### config.mk
export PLATFORM = sky130hd
export DESIGN_NAME = hazard_ctrl_flat
export DESIGN_NICKNAME = d
export VERILOG_FILES = /design/src/rtl/hazard_ctrl_if.sv /design/src/rtl/hazard_ctrl.sv /design/src/flat_wrapper.sv
export SDC_FILE = /design/constraint.sdc
export NUM_CORES = 1
export LEC_CHECK = 0
export CAP_MARGIN = 0
export CORE_UTILIZATION = 53
export DETAILED_ROUTE_END_ITERATION = 6
export DONT_BUFFER_PORTS = 1
export PLACE_DENSITY = 0.68
export REMOVE_ABC_BUFFERS = 1
export SLEW_MARGIN = 20
export SYNTH_ARGS = -nofsm -noshare
export SYNTH_HDL_FRONTEND = slang
export SYNTH_SLANG_ARGS = --single-unit
### constraint.sdc
create_clock -name clk -period 4.95 [get_ports clk]
set_clock_uncertainty 0.1 [all_clocks]
set_input_delay 0.7425 -clock clk [delete_from_list [all_inputs] [get_ports clk]]
set_output_delay 0.7425 -clock clk [all_outputs]
set_load 0.005 [all_outputs]
### src/rtl/hazard_ctrl_if.sv
`default_nettype none
// ============================================================================
// Module      : hazard_ctrl_if
// Description : Handshake bundle between the 5-stage pipeline and its hazard
//               controller. The pipeline (master) supplies the decode, execute
//               and memory status fields. The controller (slave) returns the
//               stall, flush and hold enables and its performance counters.
// Revision    : 1.0 - initial release
// ============================================================================
interface hazard_ctrl_if #(
  parameter int CNT_W = 16
);
  // pipeline status presented to the controller
  logic [4:0]       id_rs;
  logic [4:0]       id_rt;
  logic             id_uses_rs;
  logic             id_uses_rt;
  logic             ex_memread;
  logic [4:0]       ex_rt;
  logic             ex_br_taken;
  logic             ex_md_start;
  logic             imem_ready;
  logic             dmem_busy;

  // controls returned to the pipeline
  logic             pc_write;
  logic             if_write;
  logic             if_flush;
  logic             id_bubble;
  logic             ex_hold;
  logic             mem_hold;
  logic             md_done;
  logic [CNT_W-1:0] stall_cnt;
  logic [CNT_W-1:0] flush_cnt;

  modport master (
    output id_rs, id_rt, id_uses_rs, id_uses_rt, ex_memread, ex_rt,
           ex_br_taken, ex_md_start, imem_ready, dmem_busy,
    input  pc_write, if_write, if_flush, id_bubble, ex_hold, mem_hold,
           md_done, stall_cnt, flush_cnt
  );

  modport slave (
    input  id_rs, id_rt, id_uses_rs, id_uses_rt, ex_memread, ex_rt,
           ex_br_taken, ex_md_start, imem_ready, dmem_busy,
    output pc_write, if_write, if_flush, id_bubble, ex_hold, mem_hold,
           md_done, stall_cnt, flush_cnt
  );
endinterface
`default_nettype wire

### src/rtl/hazard_ctrl.sv
`default_nettype none
// ============================================================================
// Module      : hazard_ctrl
// Description : Pipeline hazard controller for the 5-stage core.
//               - Load-use stalls and bubble insertion.
//               - Taken-branch squash.
//               - Multi-cycle mult/div freeze.
//               - Data-memory wait freeze.
//               - Instruction-memory miss NOP fill.
//               - Saturating stall and flush counters.
// Revision    : 1.0 - initial release
// ============================================================================
module hazard_ctrl #(
  parameter int MD_LAT = 32,
  parameter int CNT_W  = 16
) (
  input  logic          clk,
  input  logic          rst,
  hazard_ctrl_if.slave  hz
);

  typedef enum logic [0:0] {
    ST_RUN     = 1'b0,
    ST_MD_BUSY = 1'b1
  } state_t;

  // The first hold cycle is spent in RUN, where the start is seen. Loading
  // MD_LAT-1 therefore yields MD_LAT hold cycles before the done cycle.
  localparam logic [7:0]       c_md_load = 8'(MD_LAT - 1);
  localparam logic [CNT_W-1:0] c_cnt_max = {CNT_W{1'b1}};

  state_t           r_state;
  state_t           w_state_nxt;
  logic [7:0]       r_md_cnt;
  logic [7:0]       w_md_cnt_nxt;
  logic [CNT_W-1:0] r_stall_cnt;
  logic [CNT_W-1:0] r_flush_cnt;

  logic w_lu;
  logic w_md_active;
  logic w_flush_evt;
  logic w_pc_write;
  logic w_if_write;
  logic w_if_flush;
  logic w_id_bubble;
  logic w_ex_hold;
  logic w_mem_hold;
  logic w_md_done;

  // A load in EX whose destination feeds a register that ID actually reads.
  assign w_lu = hz.ex_memread && (hz.ex_rt != 5'd0) &&
                ((hz.id_uses_rs && (hz.id_rs == hz.ex_rt)) ||
                 (hz.id_uses_rt && (hz.id_rt == hz.ex_rt)));

  // Mult/div holds EX from the start cycle until the countdown expires.
  assign w_md_active = ((r_state == ST_MD_BUSY) && (r_md_cnt != 8'd0)) ||
                       ((r_state == ST_RUN) && hz.ex_md_start);

  // A branch counts only when no memory wait or mult/div freeze overrides it.
  assign w_flush_evt = hz.ex_br_taken && !hz.dmem_busy && !w_md_active;

  // Next-state logic and prioritised pipeline controls.
  always_comb begin
    w_state_nxt  = r_state;
    w_md_cnt_nxt = r_md_cnt;
    w_pc_write   = 1'b1;
    w_if_write   = 1'b1;
    w_if_flush   = 1'b0;
    w_id_bubble  = 1'b0;
    w_ex_hold    = 1'b0;
    w_mem_hold   = 1'b0;
    w_md_done    = 1'b0;

    // The sequencer only advances while the data memory is not stalling.
    if (!hz.dmem_busy) begin
      case (r_state)
        ST_RUN: begin
          if (hz.ex_md_start) begin
            w_state_nxt  = ST_MD_BUSY;
            w_md_cnt_nxt = c_md_load;
          end
        end
        ST_MD_BUSY: begin
          if (r_md_cnt != 8'd0) begin
            w_md_cnt_nxt = r_md_cnt - 8'd1;
          end else begin
            w_state_nxt = ST_RUN;
          end
        end
        default: w_state_nxt = ST_RUN;
      endcase
    end

    // While reset is asserted, the pipeline sees the default controls.
    if (!rst) begin
      if (hz.dmem_busy) begin
        w_pc_write = 1'b0;
        w_if_write = 1'b0;
        w_ex_hold  = 1'b1;
        w_mem_hold = 1'b1;
      end else if (w_md_active) begin
        w_pc_write = 1'b0;
        w_if_write = 1'b0;
        w_ex_hold  = 1'b1;
      end else begin
        // The countdown has expired and the result is available this cycle.
        w_md_done = (r_state == ST_MD_BUSY);
        if (hz.ex_br_taken) begin
          w_if_flush  = 1'b1;
          w_id_bubble = 1'b1;
        end else if (w_lu) begin
          w_pc_write  = 1'b0;
          w_if_write  = 1'b0;
          w_id_bubble = 1'b1;
        end else if (!hz.imem_ready) begin
          w_pc_write = 1'b0;
          w_if_flush = 1'b1;
        end
      end
    end
  end

  // FSM state and mult/div countdown register.
  always_ff @(posedge clk or posedge rst) begin
    if (rst) begin
      r_state  <= ST_RUN;
      r_md_cnt <= 8'd0;
    end else begin
      r_state  <= w_state_nxt;
      r_md_cnt <= w_md_cnt_nxt;
    end
  end

  // Saturating performance counters.
  always_ff @(posedge clk or posedge rst) begin
    if (rst) begin
      r_stall_cnt <= '0;
      r_flush_cnt <= '0;
    end else begin
      if (!w_pc_write && (r_stall_cnt != c_cnt_max)) begin
        r_stall_cnt <= r_stall_cnt + 1'b1;
      end
      if (w_flush_evt && (r_flush_cnt != c_cnt_max)) begin
        r_flush_cnt <= r_flush_cnt + 1'b1;
      end
    end
  end

  assign hz.pc_write  = w_pc_write;
  assign hz.if_write  = w_if_write;
  assign hz.if_flush  = w_if_flush;
  assign hz.id_bubble = w_id_bubble;
  assign hz.ex_hold   = w_ex_hold;
  assign hz.mem_hold  = w_mem_hold;
  assign hz.md_done   = w_md_done;
  assign hz.stall_cnt = r_stall_cnt;
  assign hz.flush_cnt = r_flush_cnt;

endmodule
`default_nettype wire

### src/flat_wrapper.sv
// flat-port wrapper written by rule: the top's interface ports become plain ports
module hazard_ctrl_flat 
#(
  parameter int MD_LAT = 32,
  parameter int CNT_W  = 16
)
  (clk, rst, hz_id_rs, hz_id_rt, hz_id_uses_rs, hz_id_uses_rt, hz_ex_memread, hz_ex_rt, hz_ex_br_taken, hz_ex_md_start, hz_imem_ready, hz_dmem_busy, hz_pc_write, hz_if_write, hz_if_flush, hz_id_bubble, hz_ex_hold, hz_mem_hold, hz_md_done, hz_stall_cnt, hz_flush_cnt);
  hazard_ctrl_if #(.CNT_W(CNT_W)) hz_i ();
  input  logic clk;
  input  logic rst;
  input wire logic [$bits(hz_i.id_rs)-1:0] hz_id_rs;
  input wire logic [$bits(hz_i.id_rt)-1:0] hz_id_rt;
  input wire logic [$bits(hz_i.id_uses_rs)-1:0] hz_id_uses_rs;
  input wire logic [$bits(hz_i.id_uses_rt)-1:0] hz_id_uses_rt;
  input wire logic [$bits(hz_i.ex_memread)-1:0] hz_ex_memread;
  input wire logic [$bits(hz_i.ex_rt)-1:0] hz_ex_rt;
  input wire logic [$bits(hz_i.ex_br_taken)-1:0] hz_ex_br_taken;
  input wire logic [$bits(hz_i.ex_md_start)-1:0] hz_ex_md_start;
  input wire logic [$bits(hz_i.imem_ready)-1:0] hz_imem_ready;
  input wire logic [$bits(hz_i.dmem_busy)-1:0] hz_dmem_busy;
  output wire logic [$bits(hz_i.pc_write)-1:0] hz_pc_write;
  output wire logic [$bits(hz_i.if_write)-1:0] hz_if_write;
  output wire logic [$bits(hz_i.if_flush)-1:0] hz_if_flush;
  output wire logic [$bits(hz_i.id_bubble)-1:0] hz_id_bubble;
  output wire logic [$bits(hz_i.ex_hold)-1:0] hz_ex_hold;
  output wire logic [$bits(hz_i.mem_hold)-1:0] hz_mem_hold;
  output wire logic [$bits(hz_i.md_done)-1:0] hz_md_done;
  output wire logic [$bits(hz_i.stall_cnt)-1:0] hz_stall_cnt;
  output wire logic [$bits(hz_i.flush_cnt)-1:0] hz_flush_cnt;
  assign hz_i.id_rs = hz_id_rs;
  assign hz_i.id_rt = hz_id_rt;
  assign hz_i.id_uses_rs = hz_id_uses_rs;
  assign hz_i.id_uses_rt = hz_id_uses_rt;
  assign hz_i.ex_memread = hz_ex_memread;
  assign hz_i.ex_rt = hz_ex_rt;
  assign hz_i.ex_br_taken = hz_ex_br_taken;
  assign hz_i.ex_md_start = hz_ex_md_start;
  assign hz_i.imem_ready = hz_imem_ready;
  assign hz_i.dmem_busy = hz_dmem_busy;
  assign hz_pc_write = hz_i.pc_write;
  assign hz_if_write = hz_i.if_write;
  assign hz_if_flush = hz_i.if_flush;
  assign hz_id_bubble = hz_i.id_bubble;
  assign hz_ex_hold = hz_i.ex_hold;
  assign hz_mem_hold = hz_i.mem_hold;
  assign hz_md_done = hz_i.md_done;
  assign hz_stall_cnt = hz_i.stall_cnt;
  assign hz_flush_cnt = hz_i.flush_cnt;
  hazard_ctrl #(.MD_LAT(MD_LAT), .CNT_W(CNT_W)) u_core (.clk(clk), .rst(rst), .hz(hz_i));
endmodule
# Word level (Yosys, flattened, before mapping)
# Cells that the tools add are included.
dict set report word_totals {
  elab_cells 69
  register_bits 41
  output_inout_bits 39
  in_bits 24
}
dict set report classes {
  eq_ne 6
  n_reduce_logical 18
  n_mux 36
  n_addsub 3
  bitwise 2
}
# cell count
set op_table {}
lappend op_table {{$add A16 B1 Y16 const B} 2}
lappend op_table {{$mux W1} 32}
lappend op_table {{$ne A16 B16 Y1 const B} 2}
lappend op_table {{$mux W8} 2}
lappend op_table {{$pmux W8 S2} 1}
lappend op_table {{$eq A5 B5 Y1} 2}
lappend op_table {{$logic_and A1 B1 Y1} 10}
lappend op_table {{$reduce_bool A8 Y1} 1}
lappend op_table {{$sub A8 B1 Y8 const B} 1}
lappend op_table {{$reduce_bool A5 Y1} 1}
lappend op_table {{$ne A2 B2 Y1 const B} 2}
lappend op_table {{$logic_not A1 Y1} 3}
lappend op_table {{$reduce_and A3 Y1} 1}
lappend op_table {{$logic_or A1 B1 Y1} 2}
lappend op_table {{$not A1 Y1} 2}
lappend op_table {{$pmux W1 S2} 1}

# Logic depth before layout (Yosys ltp)
# Gate-level depths: netlist of run 1.
dict set report logic_depth {
  word_depth 11
  ltp_mapped 10
  ltp_nobuf 9
}

# Worst setup path before layout of run 1
# OpenSTA, ideal clock, no wires.
dict set report synth_timing {
  kind {input -> output}
  start {input port rst}
  end {output port hz_id_bubble}
  arrival_time_ns 1.915
  setup_slack_ns 2.192
  cell_stages 2
  path_cell_list {inv_1 o211a_1}
}
dict set report synth_between {
  elab_chain_cells 1
}
# element line_no
set synth_lines {}
lappend synth_lines {{start: declaration} flat_wrapper.sv:10} ;# input logic rst;
lappend synth_lines {{$mux W1} hazard_ctrl.sv:95} ;# if (!rst) begin
lappend synth_lines {{end: declaration} flat_wrapper.sv:24} ;# output wire logic [$bits(hz_i.id_bubble)-1:0] hz_id_bubble;
# Every way passes these cells.

# Final worst setup path of run 1
dict set report layout_timing {
  start {register u_core.r_md_cnt[0]}
  end {output port hz_pc_write}
}
dict set report layout_between {
  elab_chain_cells 6
}
# element line_no
set layout_lines {}
lappend layout_lines {{start: declaration} hazard_ctrl.sv:34} ;# logic [7:0] r_md_cnt;
lappend layout_lines {{start signal: assignment} hazard_ctrl.sv:130} ;# r_md_cnt <= w_md_cnt_nxt;
lappend layout_lines {{$reduce_bool A8 Y1} hazard_ctrl.sv:56} ;# assign w_md_active = ((r_state == ST_MD_BUSY) && (r_md_cnt != 8'd0)) ||
lappend layout_lines {{$logic_and A1 B1 Y1} hazard_ctrl.sv:56}
lappend layout_lines {{$logic_or A1 B1 Y1} hazard_ctrl.sv:56}
lappend layout_lines {{$mux W1} hazard_ctrl.sv:101} ;# end else if (w_md_active) begin
lappend layout_lines {{$mux W1} hazard_ctrl.sv:96} ;# if (hz.dmem_busy) begin
lappend layout_lines {{$mux W1} hazard_ctrl.sv:95}
lappend layout_lines {{end: declaration} flat_wrapper.sv:21} ;# output wire logic [$bits(hz_i.pc_write)-1:0] hz_pc_write;
# Every way passes these cells.

==> results.json, run 1 <==
{
  "outcome": "finished clean",
  "grt_pass1_vias": 1718,
  "r2r_end": "u_core.hz.stall_cnt[1]",
  "synth_seq_area_share_pct": 45.91,
  "yosysUniqueCellTypes": 42,
  "grt_pass1_wl_mm": 7.548,
  "path_clk_slew_ns": 0.08,
  "synth_edf_count": 0,
  "die_h_um": 66.94,
  "final_common_cell": "dfrtp_1",
  "finalSetupViolations": 0,
  "die_x_um": 66.94,
  "overflow": 0,
  "ant_nets": 0,
  "grt_setup_unrepaired": "false",
  "hold_path.class": "in2async",
  "start_kind": "register",
  "viasPerCell": 5.971,
  "maxSlewViolCount": 0,
  "syn-instance-count": 219,
  "p_per_area_nw_per_um2": 378.5,
  "synth_ff_type": "dfrtp_1",
  "cts_max_level": 2,
  "drive_gt1_share_pct": 10.71,
  "r2r_start": "u_core.r_md_cnt[0]",
  "nNetsFinal": 250,
  "critPathKind": "reg2out",
  "vias": 1636,
  "diodes": 0,
  "cts_resized": 0,
  "fmax_ghz": 0.3426,
  "power.clock.fraction_pct": 31.4,
  "syn_area_per_cell_um2": 10.20,
  "ys_warn_count": 0,
  "ir_worst_vdd_mv": 0.1923,
  "antenna_found_initial": 0,
  "leakagePower_nw": 1.026,
  "gp_congestion": 0.7985,
  "synth-seq-cells": 41,
  "avgRoutedWirePerCell_um": 16.54,
  "seq_power_share_pct": 52.6,
  "dp_hpwl_mm": 3.383,
  "postCtsSetupBuffers": 0,
  "cp_data_required_time_ns": 4.11,
  "ctsRootBufferMaster": "clkbuf_8",
  "worst_pin_slew_ns": 0.6763,
  "cts_tree": "yes",
  "period_needed_ns": 2.919,
  "stdcell_count": 274,
  "min_period_over_period_pct": 58.96,
  "synth-async-reset-ratio_pct": 100.0,
  "synth_area_um2": 2235,
  "mostFrequentLayoutCells": "dfrtp_1, xnor2_1, nand2_1",
  "dpl.cell_count": 266,
  "switchingPower_mw": 0.2791,
  "cts_max_path_buffers": 2,
  "swShare_pct": 30.72,
  "setup_tns_ns": 0,
  "routed_wirelength_mm": 4.532,
  "port_buffers": 0,
  "r2r_cells": 8,
  "grt_max_degree": 26,
  "start_util_pct": 55.47,
  "combinationalPowerShare_pct": 16.0,
  "syn_to_final_growth_pct": 7.391,
  "post-route-util_pct": 59.57,
  "worst_setup_path_end_kind": "output port",
  "regToRegSetupSlack_ns": 2.56,
  "core_um2": 4029,
  "hold_viol": 0,
  "crit_fanout": 7,
  "numCtsBuffers": 5,
  "critPathArrivalTime_ns": 2.08,
  "fp-row-count": 23,
  "cap_violations": 0,
  "p_int_mw": 0.6293,
  "power_mw": 0.9083,
  "ios": 63,
  "clk_latency_ns": 0.29,
  "cts_sinks": 41,
  "first_pass_iters": 4,
  "grt.total_usage_pct": 22.61,
  "maxSlewHeadroom_pct": 54.86,
  "dieArea_um2": 4480,
  "cts_hold_buffers": 0,
  "drc": 0,
  "drt-initial-drc-count": 84
}
[kinds of logic after synthesis]
group                      count (synthesis)  synth area share (%)
buffers and inverters                     11                 2.296
xor gates and xnor gates                  40                 15.68
and+or+nand+nor                           97                 25.53
AOI/OAI and AO/OA                         25                 7.896
muxes                                      2                 1.008
adders and majority gates                  3                 1.680
DFF                                       41                 45.91
[metal layers]
metal | track usage, % | vias to the layer above | share of wire [%] | wire length (um)
met5 | 0 | - | 0 | 0
met4 | 7.181 | 0 | 1.2 | 55
met3 | 6.849 | 6 | 7.0 | 315
met2 | 40.53 | 62 | 51 | 2293
met1 | 25.21 | 795 | 41 | 1868
li1 | - | 773 | - | -
[cell usage after synthesis, drive strengths merged (2+ instances only)]
master  instances  area [um^2]
inv             7        26.28
ha              3        37.54
nor3           12        76.33
xnor2          33        289.0
and3            7        43.79
nor3b           3        45.05
and2            4        25.02
a31oi           3        18.77
nand2          18        67.56
buf             3        21.27
nor2b           2        20.02
o211a           2        20.02
nand3          15        85.08
a21oi           8        55.06
dfrtp          41         1026
mux2            2        22.52
o21ai           7        35.03
xor2            7        61.31
nor2           15        56.30
and4            2        20.02
nand4          15        100.1
[registers in the layout, summed over array words and instances, names as in the netlist]
name,flops
u_core.hz.flush_cnt,16
u_core.hz.stall_cnt,16
u_core.r_md_cnt,8
u_core.r_state,1
[stage by stage]
stage / setup slack [ns] / cell area [um^2] / hold slack [ns]
floorplan: 2.192 / 2210 / 0.3803
global placement: 2.296 / 2280 / 0.4050
detailed placement: 2.259 / 2280 / 0.4102
CTS: 2.031 / 2400 / 0.3385
global route: 1.865 / 2400 / 0.3701
finish: 2.031 / 2400 / 0.3310
[worst max-delay path by stage]
stage                                   from      endpoint  slack (ns)  depth (start not counted)
after global placement           hz_ex_rt[0]   hz_pc_write        2.30                          5
final                     u_core.r_md_cnt[0]   hz_pc_write        2.03                          7
after global routing      u_core.r_md_cnt[0]   hz_pc_write        1.87                          7
after floorplan                          rst  hz_id_bubble        2.19                          2
after detailed placement         hz_ex_rt[0]   hz_pc_write        2.26                          5
after CTS                 u_core.r_md_cnt[0]   hz_pc_write        2.03                          7
[area by class of cell]
cell class	instances	area, um^2
Fill cell	351	1629
Multi-Input combinational cell	167	1157
Sequential cell	41	1026
Clock buffer	6	82.58
Tap cell	50	62.56
Clock inverter	2	37.54
Inverter	7	26.28
Timing Repair Buffer	1	7.507
[critical path: stages, from the launching register on]
cell and delay (ns):
dfrtp_1 0.38, inv_1 0.10, ha_1 0.19, nor3b_4 0.33, a31o_4 0.23, a21oi_2 0.08
nor2_1 0.23, and2_1 0.23
[power groups by stage]
stage | sequential [mW] | combinational, mW | clock [mW]
floorplan | 0.463 | 0.124 | 0
global placement | 0.478 | 0.137 | 0
detailed placement | 0.484 | 0.147 | 0
CTS | 0.477 | 0.148 | 0.288
global route | 0.488 | 0.167 | 0.303
finish | 0.477 | 0.145 | 0.285
(Power assumes the default switching activity.)
==> run 2: changes to the inputs <==
clock period = 2.9 ns   (was 4.95 ns; I/O delays follow)
==> results.json, run 2 (same netlist as run 1, synthesis figures left out) <==
{
  "ant_nets": 0,
  "crit_fanout": 7,
  "ctsRootBufferMaster": "clkbuf_8",
  "cts_resized": 0,
  "viasPerCell": 5.975,
  "cp_data_required_time_ns": 2.37,
  "drt-initial-drc-count": 55,
  "mostFrequentLayoutCells": "dfrtp_1, xnor2_1, nand2_1",
  "leakagePower_nw": 1.032,
  "grt.total_usage_pct": 22.03,
  "diodes": 0,
  "cts_sinks": 41,
  "clk_latency_ns": 0.29,
  "seq_power_share_pct": 54.3,
  "dieArea_um2": 4480,
  "hold_path.class": "in2reg",
  "p_int_mw": 1.045,
  "critPathKind": "reg2out",
  "fmax_ghz": 0.3839,
  "die_h_um": 66.94,
  "crit_path_end": "hz_pc_write",
  "period_needed_ns": 2.605,
  "maxSlewHeadroom_pct": 56.93,
  "crit_chain": "inv_1 -> ha_1 -> nor3b_4 -> a31o_4 -> a21oi_2 -> nor2_1 -> and2_1",
  "antenna_found_initial": 0,
  "start_util_pct": 55.47,
  "ios": 63,
  "cp-startpoint": "u_core.r_md_cnt[0]",
  "cap_violations": 0,
  "grt_max_degree": 26,
  "worst_setup_path_end_kind": "output port",
  "worst_pin_slew_ns": 0.6437,
  "slowest_stage": "dfrtp_1",
  "path_clk_slew_ns": 0.07,
  "port_buffers": 0,
  "post-route-util_pct": 59.60,
  "core_um2": 4029,
  "hold_viol": 0,
  "r2r_cells": 8,
  "maxSlewViolCount": 0,
  "regArea_um2": 1026,
  "grt_pass1_vias": 1658,
  "swShare_pct": 30.37,
  "drive_gt1_share_pct": 10.67,
  "fill_cells": 342,
  "gp_congestion": 0.8215,
  "final_common_cell": "dfrtp_1",
  "die_x_um": 66.94,
  "ir_worst_vdd_mv": 0.3235,
  "power.clock.fraction_pct": 29.1,
  "combinationalPowerShare_pct": 16.5,
  "hold_start": "hz_dmem_busy",
  "outcome": "finished clean",
  "finalSetupViolations": 0,
  "slowest_delay_ns": 0.38,
  "setup_tns_ns": 0,
  "switchingPower_mw": 0.4559,
  "regToRegSetupSlack_ns": 0.55,
  "nNetsFinal": 252,
  "p_per_area_nw_per_um2": 625.1,
  "start_kind": "register",
  "r2r_end": "u_core.hz.stall_cnt[1]",
  "stdcell_count": 275,
  "grt_setup_unrepaired": "false",
  "multi_input_area_um2": 1157,
  "first_pass_iters": 4,
  "numCtsBuffers": 5,
  "critPathArrivalTime_ns": 2.07,
  "cts_max_path_buffers": 2,
  "cts_hold_buffers": 1,
  "grt_pass1_wl_mm": 7.320,
  "dpl.cell_count": 267,
  "dp_hpwl_mm": 3.253,
  "postCtsSetupBuffers": 0,
  "min_period_over_period_pct": 89.82,
  "r2r_start": "u_core.r_md_cnt[0]",
  "drc": 0,
  "avgRoutedWirePerCell_um": 15.87,
  "overflow": 0,
  "fp-row-count": 23,
  "routed_wirelength_mm": 4.365,
  "cts_max_level": 2,
  "cts_tree": "yes",
  "vias": 1643,
  "syn_to_final_growth_pct": 7.447
}
run 2: critical path: cells and delay by family, from the launching register on:
family | cells | cell delay [ns]
simple gates | 3 | 0.82
flops | 1 | 0.38
compound gates | 2 | 0.30
fa+ha+maj | 1 | 0.19
buf+inv | 1 | 0.10
run 2: power by group through the flow:
stage          clock (mW)  combinational, mW  sequential, mW
2_1_floorplan           0              0.212           0.791
3_3_place_gp            0              0.235           0.819
3_5_place_dp            0              0.249           0.824
4_1_cts             0.446              0.250           0.816
5_1_grt             0.478              0.290           0.835
6_report            0.437              0.248           0.816
run 2: routing by layer:
metal,global-route usage (%),part of all wire (%),wire (um)
met2,37.25,49,2158
met5,0,0,0
met4,6.915,1.3,55
met3,8.048,6.5,283
met1,25.67,43,1867
run 2: how the worst min path moves through the flow:
stage	end	cells after the start
3_5_place_dp	u_core.hz.stall_cnt[13]	2
5_1_grt	u_core.r_state	1
6_report	u_core.r_state	1
3_3_place_gp	u_core.hz.stall_cnt[14]	2
4_1_cts	u_core.r_state	1
2_1_floorplan	u_core.hz.stall_cnt[9]	1
run 2: through the flow:
| stage | area, um^2 | worst slack [ns] | hold slack [ns] | power (mW) |
|---|---|---|---|---|
| finish | 2401 | 0.2952 | 0.1338 | 1.501 |
| global route | 2401 | 0.1308 | 0.1235 | 1.603 |
| CTS | 2401 | 0.2978 | 0.1245 | 1.513 |
| detailed placement | 2287 | 0.5534 | 0.2774 | 1.073 |
| global placement | 2287 | 0.5986 | 0.2711 | 1.054 |
| floorplan | 2210 | 0.7370 | 0.3803 | 1.003 |
run 2: final cells by class:
cell class                      count  share of cell area, %
Multi-Input combinational cell    167                  48.20
Inverter                            7                  1.094
Tap cell                           50                  2.606
Sequential cell                    41                  42.73
Clock buffer                        5                  2.866
Timing Repair Buffer                3                  1.042
Clock inverter                      2                  1.459
==> run 3: changes to the inputs <==
CTS_CLUSTER_SIZE = 30   (was not set)
==> results of run 3 <==
Same layout as run 2: the final DEF is identical, and so are final timing and power.
